$ cat config.mk
export PLATFORM = sky130hd
export DESIGN_NAME = instr_fetch
export DESIGN_NICKNAME = d
export VERILOG_FILES = /design/src/rtl/fetch_pkg.sv /design/src/rtl/instr_fetch.sv
export SDC_FILE = /design/constraint.sdc
export NUM_CORES = 1
export LEC_CHECK = 0
export CAP_MARGIN = 15
export CORE_MARGIN = 2
export CORE_UTILIZATION = 48
export DETAILED_ROUTE_END_ITERATION = 7
export PLACE_DENSITY = 0.91
export SLEW_MARGIN = 20
export SYNTH_ARGS = -nofsm -noshare
export SYNTH_HDL_FRONTEND = slang
export SYNTH_SLANG_ARGS = --single-unit
$ cat constraint.sdc
create_clock -name clk_i -period 5.4 [get_ports clk_i]
set_input_delay 1.62 -clock clk_i [delete_from_list [all_inputs] [get_ports clk_i]]
set_output_delay 1.62 -clock clk_i [all_outputs]
set_load 0.01 [all_outputs]
$ cat src/rtl/fetch_pkg.sv
// Shared constants and types for the instruction fetch stage.
package fetch_pkg;

  localparam int          XLEN             = 32;
  localparam logic [31:0] NOP_INSTR        = 32'h0000_0013;
  localparam logic [31:0] DEFAULT_RESET_PC = 32'h0000_0000;

  typedef enum logic [1:0] {
    IDLE  = 2'd0,
    FETCH = 2'd1,
    HOLD  = 2'd2
  } fetch_state_t;

endpackage

$ cat src/rtl/instr_fetch.sv
// Fetch stage: PC register, IDLE/FETCH/HOLD FSM and decode-facing output register.
// Optional misaligned-redirect trap enabled by defining FETCH_ALIGN_CHECK_EN.
module instr_fetch
  import fetch_pkg::*;
#(
  parameter int          ADDR_W   = 9,
  parameter logic [31:0] RESET_PC = DEFAULT_RESET_PC
) (
  input  logic              clk_i,
  input  logic              rst_i,
  input  logic              fetch_en_i,
  output logic [ADDR_W-1:0] imem_addr_o,
  input  logic [XLEN-1:0]   imem_rd_i,
  output logic [XLEN-1:0]   instr_o,
  output logic [XLEN-1:0]   pc_o,
  output logic              valid_o,
  input  logic              ready_i,
  input  logic              redirect_i,
  input  logic [XLEN-1:0]   redirect_pc_i,
  output logic              misalign_o,
  output logic [1:0]        state_o
);

  // Handshake: an instruction transfers to decode on any rising edge where
  // valid_o && ready_i; instr_o/pc_o stay stable while valid_o && !ready_i.

  fetch_state_t    state_q, state_d;
  logic [XLEN-1:0] pc_q;
  logic [XLEN-1:0] instr_q;
  logic [XLEN-1:0] pc_out_q;
  logic            valid_q;
  logic            misalign_q;
  logic            capture;
  logic            bad_target;
  logic            stopped;

`ifdef FETCH_ALIGN_CHECK_EN
  // Set by a misaligned redirect; only an aligned redirect restarts fetch.
  logic stopped_q;
  assign stopped    = stopped_q;
  assign bad_target = redirect_i && (redirect_pc_i[1:0] != 2'b00);
`else
  assign stopped    = 1'b0;
  assign bad_target = 1'b0;
`endif

  assign capture = fetch_en_i && (!valid_q || ready_i) && !redirect_i && (state_q != IDLE);

  always_comb begin
    state_d = state_q;
    if (redirect_i) begin
      state_d = (fetch_en_i && !bad_target) ? FETCH : IDLE;
    end else begin
      case (state_q)
        IDLE: begin
          if (fetch_en_i && !stopped) state_d = FETCH;
        end
        FETCH, HOLD: begin
          if (valid_q && !ready_i) state_d = HOLD;
          else if (!fetch_en_i)    state_d = IDLE;
          else                     state_d = FETCH;
        end
        default: state_d = IDLE;
      endcase
    end
  end

  always_ff @(posedge clk_i) begin
    if (rst_i) begin
      state_q    <= IDLE;
      pc_q       <= RESET_PC;
      instr_q    <= NOP_INSTR;
      pc_out_q   <= RESET_PC;
      valid_q    <= 1'b0;
      misalign_q <= 1'b0;
    end else begin
      state_q    <= state_d;
      misalign_q <= 1'b0;
      if (redirect_i) begin
        // Any transfer this cycle completes; the word at the RAM is dropped.
        valid_q <= 1'b0;
        pc_q    <= redirect_pc_i & ~32'h3;
        if (bad_target) begin
          misalign_q <= 1'b1;
          pc_out_q   <= redirect_pc_i;
        end
      end else if (capture) begin
        instr_q  <= imem_rd_i;
        pc_out_q <= pc_q;
        valid_q  <= 1'b1;
        pc_q     <= pc_q + 32'd4;
      end else if (ready_i) begin
        valid_q <= 1'b0;
      end
    end
  end

`ifdef FETCH_ALIGN_CHECK_EN
  always_ff @(posedge clk_i) begin
    if (rst_i)           stopped_q <= 1'b0;
    else if (redirect_i) stopped_q <= bad_target;
  end
`endif

  assign imem_addr_o = pc_q[ADDR_W+1:2];
  assign instr_o     = instr_q;
  assign pc_o        = pc_out_q;
  assign valid_o     = valid_q;
  assign misalign_o  = misalign_q;
  assign state_o     = state_q;

endmodule

# Yosys cells after proc, flatten, opt, wreduce, memory -nomap -nowiden
# Cells that the tools add are included.
# word_totals
in_bits	69
reg_bits	99
elab_cells	35
out_inout_bits	77
# op_classes
eq_ne	3
bitwise	1
n_reduce_logical	15
muxes	9
n_addsub	1
# ops
op	n
2-to-1 mux 32 bit	2
adder 32 x 3 -> 32 bit, second input constant	1
2-to-1 mux 2 bit	3
nonzero test 2 bit	3
logical AND 1 bit	4
one-hot mux 2 bit (2 select lines)	1
OR reduction 2 bit	2
zero test 1 bit	3
2-to-1 mux 1 bit	3
!= test 3 bit, second input constant	1
equality test 2 x 1 -> 1 bit, second input constant	1
equality test 2 bit, second input constant	1
zero test 2 bit	1
AND reduction 2 bit	1
logical OR 1 bit	1
NOT 1 bit	1

# Longest topological paths before layout
# depth
depth_word	7
mapped_depth	9
depth_no_buf	7

# Worst setup path after synthesis
# No wires, ideal clock.
# synth_timing
kind	in2reg
startpoint	input ready_i
endpoint	register pc_q[25]
cell_stages	7
required_time_ps	5280
slack_ps	1827
setup_ps	120
n_path_buf	2
t_arrival_ps	3454
path_cell_list	nand2b_1 clkbuf_1 nand3_1 or4_4 clkbuf_1 o31a_1 o31a_1
# synth_via
elab_chain_cells	5
# synth_rtl
element	line_no	text
start, declared	instr_fetch.sv:17	input logic ready_i,
logical OR 1 bit	instr_fetch.sv:47	assign capture = fetch_en_i && (!valid_q || ready_i) && !redirect_i && (state_q != IDLE);
logical AND 1 bit (3 in a row)	instr_fetch.sv:47	
nonzero test 2 bit (no line)	-	
end signal, assigned	instr_fetch.sv:82	pc_q <= redirect_pc_i & ~32'h3;
end signal, assigned	instr_fetch.sv:91	pc_q <= pc_q + 32'd4;
end, declared	instr_fetch.sv:28	logic [XLEN-1:0] pc_q;
# No other way between the ends.
# A chain may end at the register's enable or synchronous reset.

# Worst setup path in the final report
# layout_timing
startpoint	input fetch_en_i
endpoint	register pc_q[31]
# layout_via
elab_chain_cells	4
# layout_rtl
element	line_no	text
start, declared	instr_fetch.sv:11	input logic fetch_en_i,
logical AND 1 bit (3 in a row)	instr_fetch.sv:47	
nonzero test 2 bit (no line)	-	
# No other way between the ends.

==> summary.md <==
| Metric | Value |
|---|---|
| Total Nets Final | `between 600 and 700` |
| Total power | `1.40 mW` |
| RSZ-0062 raised after global routing | `no` |
| Max-cap violation count | `0` |
| Clock Skews | `0.0101 ns` |
| Final hold violation count | `0` |
| Synth area leaders | `dfxtp_1 (47%), nand2_1 (13%), a21oi_1 (8.6%)` |
| CP Max Fanout | `13` |
| Worst R2R Path Depth | `7` |
| Multiplexer area fraction after synthesis | `0%` |
| Commonest cells in the netlist | `nand2_1 (144), dfxtp_1 (95), a21oi_1 (69)` |
| R2r setup slk | `2.33 ns` |
| WHS Endpoint | `instr_o[24]$_SDFFE_PP0P_` |
| Synth Cell Area | `4020 sq um` |
| Avg WL per Cell | `approximately 14 microns` |
| Number of global-route vias before repair | `between 3000 and 4000` |
| Setup crit end kind | `flip-flop` |
| Adder-Cell Fraction of Synth Area | `0.934%` |
| Clock sink count | `95` |
| Max incr delay on CP | `roughly 0.67 ns` |
| Slowest cell on the critical path | `or4_4` |
| Peak supply drop | `0.141 mV` |
| Starting Density | `49.2%` |
| DRC | `0` |
| DP Area | `5390 sq um` |
| TritonCTS clock tree | `done` |
| Synth cell types | `35` |
| Syn Inst Count | `512` |
| Critical path arrival | `4.47 ns` |
| Syn Area/Cell | `slightly below 8 sq um` |
| First-pass GRT wire length | `16300 microns` |
| Critical path type | `input pin to flip-flop` |
| Tot GR Track Use | `22.6%` |
| Sum Neg Setup Slack | `0 ns` |
| Ports | `146` |
| Worst min-delay path category | `flip-flop to flip-flop` |
| Outcome | `completed` |
| Vias per cell | `5.31` |
| Relative slew slack | `28.2%` |
| Synth Register Bits | `95` |
| Total CTS buffers | `9` |
| CTS root buffer | `clkbuf_8` |
| Power density over the cells | `between 200 and 250 nW/um^2` |
| Post-DP HPWL | `7300 microns` |
| Crit start category | `input pin` |
| Async SR Flop Fraction | `0%` |
| Final Cycle Share | `78.0%` |
| Worst r2r src | `state_o[0]$_SDFFE_PP0P_` |
| YS warnings | `0` |
| Hold depth | `2` |
| Initial antenna violation count | `0` |
| DRT Pass-1 Iters | `5` |
| DR vias | `3901` |
| Worst-path cell chain | `clkdlybuf4s50_1 > nor2b_1 > nand3_1 > or4_4 > or4_1 > a311oi_1` |
| End of the worst register-to-register path | `pc_q[31]$_SDFFE_PP0P_` |
| Worst-case clock buffer depth | `2` |
| Min-delay src | `instr_o[24]$_SDFFE_PP0P_` |
| Routability cong. | `0.814` |
| Leak | `about 1.9 nW` |
| Resized cells post-CTS | `0` |
| N_diodes | `0` |
| Compound-gate portion of the synthesized area | `between 10% and 20%` |
| Clk slew on worst S/H paths | `~0.090 ns` |
| Final worst path period need | `4.21 ns` |
| Final slew viol count | `0` |
| Gr ovfl total | `0` |
| 1st-iter DRT viols | `roughly 160` |
| Design Area, Final | `~5600 sq um` |
| Crit path required time | `5.66 ns` |
| Setup Buffers After CTS | `0` |
| Main synth FF type | `dfxtp_1` |
| Clk Latency, worst-skew pair | `0.36 ns` |
| Hold_buf cts | `0` |
| Highest Clock Rate | `between 200 and 250 MHz` |
| Cell type with the largest total area after synthesis | `dfxtp_1` |
| Post-Synth XOR/XNOR Area | `3.92%` |
| Largest net degree at the start of global routing | `between 60 and 70` |
| Final setup violation count | `0` |
| Layout cells sized above 1 | `4.45%` |
| Core area | `8180 sq um` |
| Post-synth EDFFs | `0` |
| Worst slew pin tran | `approximately 1.1 ns` |
| Die Span X | `around 96 microns` |
| Die area | `9120 sq um` |
| Seq/Total Area, Yosys | `47.3%` |
| WL final | `10500 microns` |
| H-tree levels | `3` |
| Share of the synthesized area in the top cell type | `47.3%` |
| Die Ht | `95.5 microns` |
| Area delta synth->final | `39.3%` |
| Most instantiated library cell after synthesis | `nand2_1` |
| Post-Synth Simple-Gate Area | `24.3%` |
| Rows | `33` |
| Antenna viol nets, final | `0` |
| Main combinational cell family by area after synthesis | `simple AND/OR/NAND/NOR gates` |
| IO buf count | `140` |
==> per-stage QoR <==
| step | hold WS (ns) | utilization (%) | setup WS [ns] | cells |
|---|---|---|---|---|
| after floorplan | 0.440 | - | 1.83 | 514 |
| after global placement | 0.441 | 66.0 | 0.938 | 718 |
| after detailed placement | 0.447 | 66.0 | 0.855 | 718 |
| after CTS | 0.460 | 68.5 | 1.21 | 734 |
| after global routing | 0.475 | 68.5 | 1.08 | 734 |
| final | 0.459 | 68.5 | 1.19 | 734 |
==> cells by family (layout without fill, tap and decap cells) <==
family / count (synthesis) / after routing
XOR/XNOR: 18 / 18
AND/OR/NAND/NOR: 223 / 223
other: 1 / 3
adder cells (fa/ha/maj): 3 / 3
AO/OA/AOI/OAI: 110 / 110
buffers and inverters: 62 / 177
flip-flops: 95 / 95
==> critical path: cells and delay by family <==
family,cells,cell delay (ns)
buf+inv,1,0.51
compound gates,1,0.27
simple gates,4,2.05
==> layout make-up <==
class	count	area, sq um
fillers	664	2570
flip-flops and latches	95	1900
multi-input cells	357	1860
repair buffers	147	1450
clock buffers	11	151
well taps	105	131
clock inverters	5	56.3
inverters	14	52.6
==> cells in the final DEF, fill, tap and decap left out, types with 2 or more instances in the layout <==
cell type,synthesis,layout
nand2_1,144,144
clkdlybuf4s50_1,0,139
dfxtp_1,95,95
a21oi_1,69,69
nor2_1,27,26
xnor2_1,17,17
a211oi_1,14,14
inv_1,13,13
clkbuf_8,0,11
nor4_1,9,9
nand4_1,8,8
o31a_1,8,8
a311oi_1,8,8
buf_4,12,7
nand3_1,7,6
o21ai_0,5,5
or3_1,5,5
nor3_1,5,5
or4_1,4,4
nand3b_1,3,3
o31ai_1,3,3
ha_1,3,3
conb_1,1,3
nand2b_1,2,2
nor2b_1,2,2
nand3_2,1,2
and4_1,2,2
and2_1,2,2
clkinv_2,0,2
==> routing by layer <==
metal | part of all wire (%) | vias up | GRT usage, %
li1 | - | 1953 | -
met1 | 41 | 1807 | 26.1
met2 | 51 | 124 | 40.4
met3 | 6.8 | 17 | 5.61
met4 | 2.0 | 0 | 7.86
met5 | 0 | - | 0
==> how the worst max path moves through the flow <==
stage	startpoint	endpoint	slack, ns	cells past startpoint
after CTS	fetch_en_i	pc_q[31]$_SDFFE_PP0P_	1.21	6
after floorplan	ready_i	pc_q[25]$_SDFFE_PP0P_	1.83	7
after global routing	fetch_en_i	pc_q[31]$_SDFFE_PP0P_	1.08	6
after detailed placement	fetch_en_i	pc_q[31]$_SDFFE_PP0P_	0.85	6
after global placement	fetch_en_i	pc_q[31]$_SDFFE_PP0P_	0.94	6
final	fetch_en_i	pc_q[31]$_SDFFE_PP0P_	1.19	6
==> where the power goes <==
part	switching [mW]	internal (mW)	leakage, nW
Clock	0.244	0.239	0.105
Combinational	0.0706	0.0924	0.978
Sequential	0.0257	0.725	0.775
==> flip-flops by register name, indices dropped and copies added, names as in the netlist <==
signal and flops:
pc_q 30, instr_o 32, pc_o 30, state_o 2, valid_o 1
(Power assumes the default switching activity.)
